`src/rtl/occ_cache_server.sv`:
```
// occ_cache_server
//   Serves Occ lookups for the accelerator core through a small direct-mapped
//   cache. Misses are fetched from a variable-latency backing memory using a
//   one-cycle read strobe and a one-cycle data-valid return.
//
// Ports
//   clk, rst_n          clock, asynchronous active-low reset
//   flush               one-cycle pulse, invalidates every cache line
//   ce_rom_Occ_i        lookup request, held with addr_rom_Occ_i until valid
//   addr_rom_Occ_i      Occ address
//   data_Occ_o          returned Occ word, holds between responses
//   data_Occ_valid_o    one-cycle pulse, data_Occ_o is valid
//   mem_re_o            backing-memory read strobe, one cycle per miss
//   mem_addr_o          backing-memory address, holds when mem_re_o is low
//   mem_data_i          backing-memory read data
//   mem_valid_i         backing-memory data valid pulse
//   busy_o              FSM not in IDLE
//   hit_cnt_o           saturating hit counter
//   miss_cnt_o          saturating miss counter
//
// state     | meaning
// IDLE      | waiting for ce; hit/miss decided here
// MISS_REQ  | one-cycle read strobe to backing memory
// MISS_WAIT | waiting for mem_valid_i, then fill the line
// RESP      | data_Occ_valid_o pulse; deferred flush applied on exit
module occ_cache_server #(
  parameter int ADDR_W = 8,
  parameter int DATA_W = 32,
  parameter int IDX_W  = 3,
  parameter int CNT_W  = 16
) (
  input  logic              clk,
  input  logic              rst_n,
  input  logic              flush,
  input  logic              ce_rom_Occ_i,
  input  logic [ADDR_W-1:0] addr_rom_Occ_i,
  output logic [DATA_W-1:0] data_Occ_o,
  output logic              data_Occ_valid_o,
  output logic              mem_re_o,
  output logic [ADDR_W-1:0] mem_addr_o,
  input  logic [DATA_W-1:0] mem_data_i,
  input  logic              mem_valid_i,
  output logic              busy_o,
  output logic [CNT_W-1:0]  hit_cnt_o,
  output logic [CNT_W-1:0]  miss_cnt_o
);

  localparam int LINES = 1 << IDX_W;
  localparam int TAG_W = ADDR_W - IDX_W;

  typedef enum logic [1:0] {
    IDLE      = 2'd0,
    MISS_REQ  = 2'd1,
    MISS_WAIT = 2'd2,
    RESP      = 2'd3
  } state_t;

  state_t              state_q, state_d;
  logic [ADDR_W-1:0]   addr_q, addr_d;
  logic [DATA_W-1:0]   data_q, data_d;
  logic [ADDR_W-1:0]   mem_addr_q, mem_addr_d;
  logic [LINES-1:0]    valid_q, valid_d;
  logic                flush_pending_q, flush_pending_d;
  logic [CNT_W-1:0]    hit_cnt_q, hit_cnt_d;
  logic [CNT_W-1:0]    miss_cnt_q, miss_cnt_d;

  logic [DATA_W-1:0]   cache_data_q [LINES];
  logic [TAG_W-1:0]    cache_tag_q  [LINES];

  logic [IDX_W-1:0]    lk_idx;
  logic [TAG_W-1:0]    lk_tag;
  logic                lk_hit;
  logic [IDX_W-1:0]    fill_idx;
  logic [TAG_W-1:0]    fill_tag;
  logic                fill_we;

  assign lk_idx   = addr_rom_Occ_i[IDX_W-1:0];
  assign lk_tag   = addr_rom_Occ_i[ADDR_W-1:IDX_W];
  // A flush in the same cycle as a request forces a miss.
  assign lk_hit   = valid_q[lk_idx] && (cache_tag_q[lk_idx] == lk_tag) && !flush;
  assign fill_idx = addr_q[IDX_W-1:0];
  assign fill_tag = addr_q[ADDR_W-1:IDX_W];

  always_comb begin
    state_d         = state_q;
    addr_d          = addr_q;
    data_d          = data_q;
    mem_addr_d      = mem_addr_q;
    valid_d         = valid_q;
    flush_pending_d = flush_pending_q;
    hit_cnt_d       = hit_cnt_q;
    miss_cnt_d      = miss_cnt_q;
    fill_we         = 1'b0;

    case (state_q)
      IDLE: begin
        if (flush) valid_d = '0;
        if (ce_rom_Occ_i) begin
          addr_d = addr_rom_Occ_i;
          if (lk_hit) begin
            data_d = cache_data_q[lk_idx];
            if (hit_cnt_q != '1) hit_cnt_d = hit_cnt_q + 1'b1;
            state_d = RESP;
          end else begin
            mem_addr_d = addr_rom_Occ_i;
            if (miss_cnt_q != '1) miss_cnt_d = miss_cnt_q + 1'b1;
            state_d = MISS_REQ;
          end
        end
      end
      MISS_REQ: begin
        if (flush) flush_pending_d = 1'b1;
        state_d = MISS_WAIT;
      end
      MISS_WAIT: begin
        if (flush) flush_pending_d = 1'b1;
        if (mem_valid_i) begin
          fill_we           = 1'b1;
          valid_d[fill_idx] = 1'b1;
          data_d            = mem_data_i;
          state_d           = RESP;
        end
      end
      RESP: begin
        // A flush seen while busy (including this cycle) lands as we leave.
        if (flush_pending_q || flush) valid_d = '0;
        flush_pending_d = 1'b0;
        state_d         = IDLE;
      end
      default: state_d = IDLE;
    endcase
  end

  always_ff @(posedge clk or negedge rst_n) begin
    if (!rst_n) begin
      state_q         <= IDLE;
      addr_q          <= '0;
      data_q          <= '0;
      mem_addr_q      <= '0;
      valid_q         <= '0;
      flush_pending_q <= 1'b0;
      hit_cnt_q       <= '0;
      miss_cnt_q      <= '0;
    end else begin
      state_q         <= state_d;
      addr_q          <= addr_d;
      data_q          <= data_d;
      mem_addr_q      <= mem_addr_d;
      valid_q         <= valid_d;
      flush_pending_q <= flush_pending_d;
      hit_cnt_q       <= hit_cnt_d;
      miss_cnt_q      <= miss_cnt_d;
    end
  end

  // Line storage carries no reset; valid_q alone decides whether it is used.
  always_ff @(posedge clk) begin
    if (fill_we) begin
      cache_data_q[fill_idx] <= mem_data_i;
      cache_tag_q[fill_idx]  <= fill_tag;
    end
  end

  assign data_Occ_o       = data_q;
  assign data_Occ_valid_o = (state_q == RESP);
  assign mem_re_o         = (state_q == MISS_REQ);
  assign mem_addr_o       = mem_addr_q;
  assign busy_o           = (state_q != IDLE);
  assign hit_cnt_o        = hit_cnt_q;
  assign miss_cnt_o       = miss_cnt_q;

endmodule

```
`config.mk`:
```
export PLATFORM = sky130hd
export DESIGN_NAME = occ_cache_server
export DESIGN_NICKNAME = d
export VERILOG_FILES = /design/src/rtl/occ_cache_server.sv
export SDC_FILE = /design/constraint.sdc
export NUM_CORES = 1
export LEC_CHECK = 0
export ABC_AREA = 1
export CAP_MARGIN = 20
export CORE_MARGIN = 2
export CORE_UTILIZATION = 63
export CTS_BUF_LIST = sky130_fd_sc_hd__clkbuf_4 sky130_fd_sc_hd__clkbuf_8 sky130_fd_sc_hd__clkbuf_16
export CTS_CLUSTER_DIAMETER = 100
export DETAILED_ROUTE_END_ITERATION = 6
export PLACE_DENSITY = 0.95
export SLEW_MARGIN = 20
export SYNTH_ARGS = -nofsm -noshare
export SYNTH_HDL_FRONTEND = slang
export SYNTH_SLANG_ARGS = --single-unit
```
`constraint.sdc`:
```
create_clock -name clk -period 14.79 [get_ports clk]
set_input_delay 2.2185 -clock clk [delete_from_list [all_inputs] [get_ports clk]]
set_output_delay 2.2185 -clock clk [all_outputs]
set_load 0.1 [all_outputs]
```
==> impl_metrics.py <==
metrics = {
    "sta": {
        "slew_violations": 0,
        "finalSetupViolCount": 0,
        "tightest_slew_ns": 1.13,
        "fin_crit_ns": 6.17,
        "fin_worst_skew_ns": 0.0129,
        "finalHoldViolations": 0,
        "clock.fmax_mhz": 162,
        "finalSetupTns_ns": 0,
        "relSlewSlack_pct": 24.5,
        "rsz0062_at_grt": "false",
        "min_period_over_period_pct": 41.7,
    },
    "synth": {
        "yosysWarnings": 0,
        "syn_nets": 1527,
        "synth-seq-cells": 387,
        "yosysSeqAreaShare_pct": 68.6,
        "syn-cell-area_um2": 16300,
        "syn_avg_cell_area_um2": 11.0,
        "synth_cell_types": 31,
        "synthCells": 1475,
    },
    "cts": {
        "clkTransAtPathRegs_ns": 0.06,
        "cts_hold_buf": 0,
        "cts-root-buf": "clkbuf_16",
        "cts_tree": "done",
        "clkLatencyLatePin_ns": 0.53,
        "cts.sinks": 387,
        "cts_buffers": 37,
        "cts_resized": 0,
        "clockBufferDepth": 3,
        "cts_max_level": 2,
        "cts_setup_buffers": 0,
    },
    "setup_path": {
        "cp_common_cell": "nand2_1",
        "endpoint_kind": "register",
        "max_stage_delay_ns": 0.68,
        "cp.required_ns": 15.20,
        "startpoint_type": "input port",
        "critical_path_class": "input port to register",
        "critPathSlowestCell": "clkinv_2",
        "arrival_ns": 6.58,
        "path_cells": "buf_4, clkinv_2, buf_6, nand2_1, nand3_1, nand3_1, nand2_1, nand2_1, nand2_1, nor2_1, nand3_2, nand2_8, nand2_4, nand2_1, nand2_1",
        "crit_fanout": 117,
    },
    "grt": {
        "grt_pass1_vias": 12451,
        "antenna_found_initial": 0,
        "grt_start_max_net_pins": 118,
        "gr-total-overflow": 0,
        "grt.total_usage_pct": 31.4,
        "use_met2_pct": 52.1,
        "grt_pass1_wl_um": 64700,
        "grtUsageMet1_pct": 40.3,
        "grt_use_met3_pct": 5.45,
        "busiest_layer": "met2",
    },
    "routing": {
        "dr.pass1.iters": 6,
        "routed_wl_um": 42400,
        "drc_errors": 0,
        "vias_per_cell": 6.44,
        "drt_iter0_markers": 1835,
        "post_drt_wl_per_cell_um": 22.0,
        "ant_nets": 0,
        "num_vias": 12422,
    },
    "floorplanning": {
        "die_area_um2": 27200,
        "coreArea_um2": 25300,
        "io_pins": 120,
        "die_h_um": 165,
        "die_width_um": 165,
        "num_rows": 58,
        "start_util_pct": 64.5,
    },
    "cells_and_area": {
        "drive_above_1_share_pct": 6.75,
        "nets": 1623,
        "n_antenna_cell": 0,
        "area_growth_pct": 15.8,
        "stdcell_area_um2": 18900,
    },
    "placed_design": {
        "place_area_um2": 17700,
        "io_buffers": 119,
        "gp_congestion": 0.896,
        "hpwl_um": 23800,
    },
    "power": {
        "peakVddDrop_mv": 0.203,
        "power_density_nw_per_um2": 189,
        "leakage_uw": 0.00713,
    },
    "outcome": {
        "status": "complete, no violations",
    },
    "run": {
        "drv_cap": 0,
    },
    "min_path": {
        "hp-class": "register to register",
    },
}
==> per-layer routing <==
metal | routed length (um) | part of all wire, % | up-vias
li1 | - | - | 5359
met1 | 14600 | 34 | 5848
met2 | 21100 | 50 | 1031
met3 | 5060 | 12 | 184
met4 | 1680 | 4.0 | 0
met5 | 0 | 0 | -
==> stage by stage <==
step	setup slack [ns]	util (%)	hold WS, ns	total power (uW)	instances
2_1_floorplan	8.35	-	0.495	2320	1475
3_3_place_gp	7.95	70.1	0.456	2600	1862
3_5_place_dp	7.67	70.1	0.459	2650	1862
4_1_cts	8.15	74.7	0.483	3550	1929
5_1_grt	8.30	74.7	0.504	3670	1929
6_report	8.62	74.7	0.482	3560	1929
==> path summary, 6_finish.rpt <==
path / start / to / slack [ns] / cells past startpoint
setup / recovery: addr_rom_Occ_i[0] / data_Occ_o[30] / 8.62 / 15
hold / removal: data_Occ_o[0] / data_Occ_o[0] / 0.48 / 2
setup reg to reg: state_q[0] / data_Occ_o[30] / 10.77 / 11
hold reg to reg: data_Occ_o[0] / data_Occ_o[0] / 0.48 / 2
max in group asynchronous: rst_n / data_Occ_o[8] / 11.96 / 2
min in group asynchronous: rst_n / addr_q[4] / 1.70 / 1
==> registers in the layout, summed over array words and instances, names as in the netlist <==
register,cells
cache_tag_q,40
cache_data_q,256
miss_cnt_o,16
addr_q,8
hit_cnt_o,16
state_q,2
flush_pending_q,1
data_Occ_o,32
valid_q,8
mem_addr_o,8
==> cells in the final DEF, fill, tap and decap left out, types with 12 or more instances in the layout <==
cell | synthesis | final
a21oi_1 | 13 | 12
a31oi_1 | 17 | 17
buf_4 | 6 | 25
clkbuf_16 | 0 | 37
clkdlybuf4s50_1 | 0 | 116
dfrtp_1 | 91 | 91
edfxtp_1 | 296 | 296
inv_1 | 88 | 88
nand2_1 | 290 | 290
nand3_1 | 100 | 99
nand4_1 | 29 | 29
nor2_1 | 172 | 172
nor3_1 | 14 | 14
o21ai_0 | 159 | 159
o221ai_1 | 30 | 30
o22ai_1 | 34 | 34
xor2_1 | 16 | 16
==> kinds of logic (layout without fill, tap and decap cells) <==
group                      Yosys count  count (layout)  share of synthesized area [%]
and+or+nand+nor                    623             623                           16.1
DFF                                387             387                           68.6
AOI/OAI and AO/OA                  260             260                           9.07
buffers and inverters              178             302                           4.63
xor gates and xnor gates            20              20                           1.08
adders and majority gates            7               7                          0.538
==> worst max-delay path: cells and delay by family <==
| kind | cells | cell delay (ns) |
|---|---|---|
| simple gates | 12 | 2.42 |
| buf+inv | 3 | 1.86 |
==> report_power, final <==
part           switching, uW  internal, uW
Clock                    406           491
Sequential               104          1320
Combinational            973           267
==> cell type report <==
class                   instances  area (um^2)
flip-flops and latches        387        11200
clock buffers                  45         1010
inverters                      92          347
well taps                     330          413
fillers                      1481         6390
repair buffers                143         1370
multi-input cells             910         4430
clock inverters                22          133
==> synth_stat cells <==
cell type | n | area, um^2
xnor2_1 | 4 | 35.0
nand2_1 | 290 | 1090
buf_4 | 6 | 45.0
nand2_8 | 1 | 20.0
nand2_2 | 1 | 6.26
o22ai_1 | 34 | 213
or2_2 | 1 | 6.26
nor4_1 | 11 | 68.8
o221ai_1 | 30 | 263
inv_2 | 3 | 11.3
nand4_2 | 1 | 12.5
buf_1 | 3 | 11.3
inv_1 | 88 | 330
edfxtp_1 | 296 | 8890
ha_1 | 7 | 87.6
clkinv_1 | 1 | 3.75
o21ai_0 | 159 | 796
nand2_4 | 1 | 11.3
a31oi_1 | 17 | 106
buf_2 | 15 | 75.1
dfrtp_1 | 91 | 2280
a21oi_1 | 13 | 65.1
clkbuf_1 | 56 | 210
nor2_2 | 2 | 12.5
o21ai_1 | 7 | 35.0
nor3_1 | 14 | 70.1
xor2_1 | 16 | 140
nand3_1 | 100 | 500
nand4_1 | 29 | 181
nor2_1 | 172 | 646
buf_6 | 6 | 67.6
Note: power is estimated with default switching activity, not from simulation.
